==> src/rtl/cpu_fetch.sv <==
// Instruction fetch unit: reads 1- or 2-byte instructions from RAM and presents them to the control unit.
// Latency: byte-1 read at T, instruction valid at T+2 (1-byte) or T+4 (2-byte); RAM data returns one cycle after the read strobe.
// Backpressure: instruction held on oinst_vld until iinst_rdy; no new read is issued while an instruction waits.
module cpu_fetch #(
    parameter int                     pDATA_WIDTH = 8,
    parameter logic [pDATA_WIDTH-1:0] pEND_CODE   = 8'hCF
) (
    input  logic                   iclk,
    input  logic                   irst,
    input  logic                   ien,
    output logic                   oram_rd,
    output logic [pDATA_WIDTH-1:0] oram_addr,
    input  logic [pDATA_WIDTH-1:0] iram_data,
    output logic                   oinst_vld,
    input  logic                   iinst_rdy,
    output logic [pDATA_WIDTH-1:0] oinst_data,
    output logic [pDATA_WIDTH-1:0] oimm_data,
    output logic                   oinst_len2,
    input  logic                   ijmp,
    input  logic [pDATA_WIDTH-1:0] ijmp_addr,
    output logic [pDATA_WIDTH-1:0] opc,
    output logic                   ohalt
);

    // Opcode classes (upper nibble of byte 1) that carry a second byte.
    localparam logic [3:0] OP_DATA = 4'b0010;
    localparam logic [3:0] OP_JMP  = 4'b0100;
    localparam logic [3:0] OP_J    = 4'b0101;

    localparam logic [pDATA_WIDTH-1:0] PC_ONE  = 1;
    localparam logic [pDATA_WIDTH-1:0] ZERO_DW = '0;

    typedef enum logic [2:0] {
        ST_IDLE = 3'd0,
        ST_F1   = 3'd1,
        ST_F1W  = 3'd2,
        ST_F2   = 3'd3,
        ST_F2W  = 3'd4,
        ST_OUT  = 3'd5,
        ST_HALT = 3'd6
    } state_t;

    state_t                 state_q, state_d;
    logic [pDATA_WIDTH-1:0] pc_q,    pc_d;
    logic [pDATA_WIDTH-1:0] inst_q,  inst_d;
    logic [pDATA_WIDTH-1:0] imm_q,   imm_d;
    logic                   len2_q,  len2_d;

    logic [3:0] byte1_op;
    logic       byte1_two;
    logic       xfer;
    logic       end_xfer;
    logic       redirect;

    // Decode the byte arriving from RAM; only meaningful while capturing byte 1.
    assign byte1_op  = iram_data[pDATA_WIDTH-1 -: 4];
    assign byte1_two = (byte1_op == OP_DATA) || (byte1_op == OP_JMP) || (byte1_op == OP_J);

    // A presented instruction moves when the control unit is ready; END transfers block redirects.
    assign xfer     = (state_q == ST_OUT) && iinst_rdy;
    assign end_xfer = xfer && (inst_q == pEND_CODE);
    assign redirect = ijmp && (state_q != ST_HALT) && !end_xfer;

    // Next-state, PC and instruction-register logic; redirect overrides the sequential path.
    always_comb begin
        state_d = state_q;
        pc_d    = pc_q;
        inst_d  = inst_q;
        imm_d   = imm_q;
        len2_d  = len2_q;

        case (state_q)
            ST_IDLE: begin
                if (ien) begin
                    state_d = ST_F1;
                end
            end
            ST_F1: begin
                pc_d    = pc_q + PC_ONE;
                state_d = ST_F1W;
            end
            ST_F1W: begin
                inst_d = iram_data;
                imm_d  = ZERO_DW;
                if (byte1_two) begin
                    len2_d  = 1'b1;
                    state_d = ST_F2;
                end else begin
                    len2_d  = 1'b0;
                    state_d = ST_OUT;
                end
            end
            ST_F2: begin
                pc_d    = pc_q + PC_ONE;
                state_d = ST_F2W;
            end
            ST_F2W: begin
                imm_d   = iram_data;
                state_d = ST_OUT;
            end
            ST_OUT: begin
                if (xfer) begin
                    if (inst_q == pEND_CODE) begin
                        state_d = ST_HALT;
                    end else if (ien) begin
                        state_d = ST_F1;
                    end else begin
                        state_d = ST_IDLE;
                    end
                end
            end
            ST_HALT: begin
                state_d = ST_HALT;
            end
            default: begin
                state_d = ST_IDLE;
            end
        endcase

        // A redirect abandons any byte being captured: the instruction registers keep their old value.
        if (redirect) begin
            pc_d    = ijmp_addr;
            inst_d  = inst_q;
            imm_d   = imm_q;
            len2_d  = len2_q;
            state_d = ien ? ST_F1 : ST_IDLE;
        end
    end

    // State and datapath registers with synchronous reset taking priority over everything.
    always_ff @(posedge iclk) begin
        if (irst) begin
            state_q <= ST_IDLE;
            pc_q    <= '0;
            inst_q  <= '0;
            imm_q   <= '0;
            len2_q  <= 1'b0;
        end else begin
            state_q <= state_d;
            pc_q    <= pc_d;
            inst_q  <= inst_d;
            imm_q   <= imm_d;
            len2_q  <= len2_d;
        end
    end

    // Read strobe and address come straight from state; address is parked at zero between reads.
    assign oram_rd    = (state_q == ST_F1) || (state_q == ST_F2);
    assign oram_addr  = oram_rd ? pc_q : ZERO_DW;
    assign oinst_vld  = (state_q == ST_OUT);
    assign oinst_data = inst_q;
    assign oimm_data  = imm_q;
    assign oinst_len2 = len2_q;
    assign opc        = pc_q;
    assign ohalt      = (state_q == ST_HALT);

endmodule

==> config.mk <==
export PLATFORM = sky130hd
export DESIGN_NAME = cpu_fetch
export DESIGN_NICKNAME = d
export VERILOG_FILES = /design/src/rtl/cpu_fetch.sv
export SDC_FILE = /design/constraint.sdc
export NUM_CORES = 1
export LEC_CHECK = 0
export BUFFER_PORTS_ARGS = -buffer_cell sky130_fd_sc_hd__buf_2
export CAP_MARGIN = 20
export CORE_MARGIN = 1.5
export CORE_UTILIZATION = 43
export CTS_CLUSTER_SIZE = 40
export DETAILED_ROUTE_END_ITERATION = 10
export PLACE_DENSITY_LB_ADDON = 0.2
export SLEW_MARGIN = 30
export SYNTH_ARGS = -nofsm -noshare
export SYNTH_HDL_FRONTEND = slang
export SYNTH_SLANG_ARGS = --single-unit
==> constraint.sdc <==
create_clock -name iclk -period 3.1 [get_ports iclk]
set_input_delay 0.31 -clock iclk [delete_from_list [all_inputs] [get_ports iclk]]
set_output_delay 0.31 -clock iclk [all_outputs]
set_load 0.03 [all_outputs]
After elaboration in Yosys (flattened, before gate mapping)
Index checks and enable logic that the tools add are counted.
Storage, ports and cells
  register bits: 28
  latch bits: 0
  RAM bits: 0
  bits in read-only memories: 0
  input port bits: 21
  output and inout port bits: 36
  word-level logic and storage cells: 47
  memories kept: 0
Cells by class
  add/sub/neg operators: 1
  multipliers: 0
  div/mod/pow operators: 0
  order comparisons: 0
  equal/unequal tests: 13
  shifts and indexed selects: 0
  mux-type cells: 12
  bitwise gates (word level): 1
  reduce and logical (&&, ||, !) cells: 15
Operator list (number)
  $mux 8: 3
  $pmux 3 s7: 1
  $pmux 8 s2: 1
  $mux 3: 5
  $eq 3x3->1 const B: 3
  $add 8x1->8 const B: 1
  $eq 4x3->1 const B: 2
  $eq 8x8->1 const B: 1
  $eq 3x2->1 const B: 2
  $ne 3x3->1 const B: 2
  $reduce_and 2->1: 3
  $eq 4x2->1 const B: 1
  $logic_and 1x1->1: 4
  $reduce_bool 2->1: 2
  $eq 3x1->1 const B: 1
  $logic_not 3->1: 1
  $logic_or 1x1->1: 3
  $ne 3x1->1 const B: 1
  $mux 1: 2
  $reduce_or 2->1: 1
  $logic_not 1->1: 1
  $not 1->1: 1

Logic depth before layout (Yosys ltp)
  word-level depth: 7
  depth in mapped cells: 5
  gate-level depth less buffers: 4

Worst setup path after synthesis
OpenSTA, ideal clock, no wires.
  path kind: reg-to-reg
  start point: register inst_q[0], in the netlist oinst_data[0]
  end point: register state_q[1]
  library setup time: 103 ps
  arrival time: 1620 ps
  data required time: 2997 ps
  path slack: 1376 ps
  stages on the path, launching flop included: 5
  path buffers: 0
  period minus slack after synthesis: 1724 ps
  path through: dfxtp_1 nand4_1 o311ai_4 nand2b_2 a2111oi_2
Between the ends
  word-level cells in the longest chain between the ends: 6
  elaborated cells on any way between the ends: 11
  those cells by class: eq/ne (3); mux (4); reduce/logical (4)
Ends and longest elaborated chain
  start: declaration: RTL line 45  | logic [pDATA_WIDTH-1:0] inst_q, inst_d;
  start signal: assignment: RTL line 141  | inst_q <= inst_d;
  $eq 8x8->1 *: RTL line 61, 103
  parallel branches: the longest is 5 deep, another holds $pmux 3 s7
  end signal: assignment: RTL line 139  | state_q <= state_d;
  end: declaration: RTL line 43  | state_t state_q, state_d;
Every way passes the cells marked *. The select of a mux whose other input is x is not followed.
A chain may end at the register's enable or synchronous reset.

Final worst setup path
  start point: register state_q[0]
  end point: output port oram_addr[0]
Between the ends
  word-level cells in the longest chain between the ends: 3
  elaborated cells on any way between the ends: 4
  those cells by class: eq/ne (2); mux (1); reduce/logical (1)
Ends and longest elaborated chain
  $eq 3x1->1 / $eq 3x2->1 (equally long branches): RTL line 148  | assign oram_rd = (state_q == ST_F1) || (state_q == ST_F2);
  $logic_or 1x1->1 *: RTL line 148
  $mux 8 *: RTL line 149  | assign oram_addr = oram_rd ? pc_q : ZERO_DW;
  end: declaration: RTL line 12  | output logic [pDATA_WIDTH-1:0] oram_addr,
Every way passes the cells marked *; elsewhere a longest branch is shown, timed or not.

==> flow_summary.toml <==
[status]
run_status = "finished, final reports clean"

[worst_setup_path]
cp_data_required_time_ns = 2.79
crit_type = "register to output pin"
critical_path.startpoint_type = "register"
regToRegStartpoint = "state_q[0]$_SDFFE_PP0P_"
critical_path.startpoint = "state_q[0]$_SDFFE_PP0P_"
worstSetupEndpoint = "oram_addr[0]"
cp_cell_sequence = "and2b_1, and2_1, buf_2"
worst-path-max-fanout = 14
setup.worst_path.end_class = "output pin"
path_delay_family = "flip-flops"
timing.reg2reg.worst_path_depth = 4
r2r_slack_ns = 0.99
critical_path_depth = 3
cp.arrival_ns = 1.82
worst-path-buf-inv = 1
timing.rr.end = "state_q[1]$_SDFFE_PP0P_"
cp_slowest_stage_delay_ns = 0.65
crit_path_top_delay_cell = "sky130_fd_sc_hd__dfxtp_1"

[synthesis]
ys_dominant_reg_cell = "sky130_fd_sc_hd__dfxtp_1"
synthesis.area_um2 = 1400
post_synth.cell_area_avg_um2 = 8.73
postSynthCellCount = 160
synth-edff-count = 0
yosys.cell_types.count = 41
synth_seq_area_share_pct = 40.1
fraction_of_synthesis_flops_using_an_asynchronous_set_or_reset_pin_pct = 0
syn-num-nets = 182
synth-seq-cells = 28
yosys_warnings = 0

[grt]
grt_first_pass_wirelength_um = 5440
grt_pass1_vias = 1228
pin_count_of_the_biggest_net_entering_global_routing = 28
grt_usage_pct = 19.5
grt.overflow.total = 0
antenna_violations_before_repair = 0

[timing]
maxClockFrequency_mhz = 470
worstMarginPinSlew_ns = 0.773
report.final.hold_viol_count = 0
max-slew-margin-rel_pct = 48.3
worst_clock_skew_ns = 0.00891
fin_crit_sh_pct = 68.6
rsz_0062_raised_after_global_routing = "false"
setup-violations-final = 0
count_of_pins_over_their_slew_limit = 0
finalHoldWorstSlack_ns = 0.204
layout_min_cycle_time_ns = 2.13
final.setup.tns_ns = 0

[placement]
dpl.cell_count = 252
io_buffer_count = 56
detailedPlacementHpwl_um = 2450
routabilityCongestion = 0.795

[pwr]
worst_ir_drop_vdd_mv = 0.201
power.density_cell_area_nw_per_um2 = 424
combPwrFrac_pct = 15.2
power.share.clock_pct = 32.6
cellLeakagePower_nw = 0.764
power.share.sequential_pct = 52.2
p_sw_mw = 0.198
internal-power_mw = 0.544
p_total_mw = 0.742
power_switching_share_pct = 26.7

[route]
drt_first_pass_iters = 4
drcViolationCount = 0
detail_route.iter0.violations = 43
final_antenna_violating_net_count = 0
dr_total_vias = 1332
route.detailed.wl_per_inst_um = 12.9
wirelength_um = 3300
detail_route.vias_per_cell = 5.20

[clock_network]
clk_pin_slew_worst_paths_ns = 0.16
clock-root-buffer = "sky130_fd_sc_hd__clkbuf_4"
clk-insertion-delay-late_ns = 0.33
numCtsBuffers = 3
clock_tree.buffer_depth = 2
post_cts_resized = 0
number_of_buffers_added_to_fix_hold_violations_after_cts = 0
cts_tree = "yes"
htree_levels = 1
clkSinkCount = 28
cts_setup_buffers = 0

[floorplan]
die-height_um = 60.0
starting_density_of_the_core_pct = 45.4
ios = 57
floorplan.die_area_um2 = 3600
design.core.area_um2 = 3080
placementRows = 20
die_width_um = 60.0

[layout]
number_of_nets_in_the_final_layout = 235
filler_cell_count = 306
growth_of_design_area_from_synthesis_to_finish_pct = 25.1
drive_above_1_share_pct = 32.5
multi_input_area_um2 = 785
instances_no_fill = 256
regArea_um2 = 561
final_antenna_diode_count = 0

[min_path]
hold_class = "primary input to register"
hold-path-cell-count = 3

[run]
timing.max_cap.violations = 0
[stage by stage]
stage | area, um^2 | utilization (%) | setup WS [ns]
4_1_cts | 1750 | 56.8 | 0.981
6_report | 1750 | 56.8 | 0.973
2_1_floorplan | 1400 | - | 1.38
3_5_place_dp | 1700 | 55.1 | 1.04
3_3_place_gp | 1700 | 55.1 | 1.13
5_1_grt | 1750 | 56.8 | 0.839
[metal layers]
metal	wire length (um)	global-route usage, %	vias to the layer above
met4	28	6.35	0
li1	-	-	675
met1	1490	24.8	616
met5	0	0	-
met3	196	3.68	4
met2	1580	33.1	37
[sequential cells by signal (all words and copies together) (netlist names)]
name and flops:
state_q 3, opc 8, oinst_len2 1, oimm_data 8
oinst_data 8
[Yosys cell counts (all sizes together), types with 2 or more instances]
master  instances  share of area (%)
and2            9                4.0
or3             3                1.3
nor4b           2                2.8
nand4           4                1.8
nand2b          3                1.5
buf             6                2.4
inv             2               0.54
xor2            6                3.8
nor2b           2               0.90
dfxtp          28                 40
a21oi          11                3.9
o221ai          2                1.3
nor2           21                5.6
a22oi           8                4.3
clkbuf          3               0.81
a211oi          8                4.3
nand2          22                5.9
[worst min path at each step]
stage                                       start                          to  slack (ns)
after floorplan                      iram_data[0]  oinst_data[0]$_SDFFE_PP0P_        0.45
after global placement    oinst_len2$_SDFFE_PP0P_     oinst_len2$_SDFFE_PP0P_        0.44
after CTS                            iram_data[2]  oinst_data[2]$_SDFFE_PP0P_        0.19
final                                iram_data[1]  oinst_data[1]$_SDFFE_PP0P_        0.20
after global routing                 iram_data[4]  oinst_data[4]$_SDFFE_PP0P_        0.21
after detailed placement  oinst_len2$_SDFFE_PP0P_     oinst_len2$_SDFFE_PP0P_        0.45
[cell type report]
cell class / instances / area share (%)
clock buffer: 3 / 1.29
inverter: 2 / 0.429
sequential: 28 / 32.1
clock inverter: 1 / 1.72
multi-input combinational: 121 / 44.9
tap: 44 / 3.15
timing repair buffer: 57 / 16.5
[cells in the final DEF (no fill, tap or decap), types with 2 or more instances in the layout]
| master | instances |
|---|---|
| sky130_fd_sc_hd__nand2_1 | 22 |
| sky130_fd_sc_hd__inv_1 | 2 |
| sky130_fd_sc_hd__nor2_1 | 21 |
| sky130_fd_sc_hd__xor2_1 | 6 |
| sky130_fd_sc_hd__a211oi_1 | 8 |
| sky130_fd_sc_hd__nand4_1 | 4 |
| sky130_fd_sc_hd__nor2b_1 | 2 |
| sky130_fd_sc_hd__buf_2 | 56 |
| sky130_fd_sc_hd__a22oi_1 | 8 |
| sky130_fd_sc_hd__clkbuf_4 | 3 |
| sky130_fd_sc_hd__or3_1 | 3 |
| sky130_fd_sc_hd__o221ai_1 | 2 |
| sky130_fd_sc_hd__nand2b_1 | 2 |
| sky130_fd_sc_hd__dfxtp_1 | 28 |
| sky130_fd_sc_hd__a21oi_1 | 11 |
| sky130_fd_sc_hd__and2_1 | 9 |
[worst register-to-register path, delay by kind of cell (launching register included)]
| kind | cells | cell delay, ns |
|---|---|---|
| AOI/OAI and AO/OA | 2 | 1.02 |
| DFF | 1 | 0.65 |
| and+or+nand+nor | 2 | 0.35 |
[power by group through the flow]
stage	Combinational, mW	Sequential, mW	Clock, mW
after floorplan	0.0614	0.407	0
after detailed placement	0.113	0.395	0
after CTS	0.113	0.387	0.249
final	0.113	0.387	0.242
after global placement	0.111	0.394	0
after global routing	0.122	0.390	0.261
[cells by family after synthesis]
group	after synthesis	synth area share [%]
buffers and inverters	11	3.76
adder cells (fa/ha/maj)	1	0.895
XOR/XNOR	7	4.39
flip-flops	28	40.1
AO/OA/AOI/OAI	36	19.2
AND/OR/NAND/NOR	76	30.9
multiplexers	1	0.716
Power figures use the tool's default switching activity.
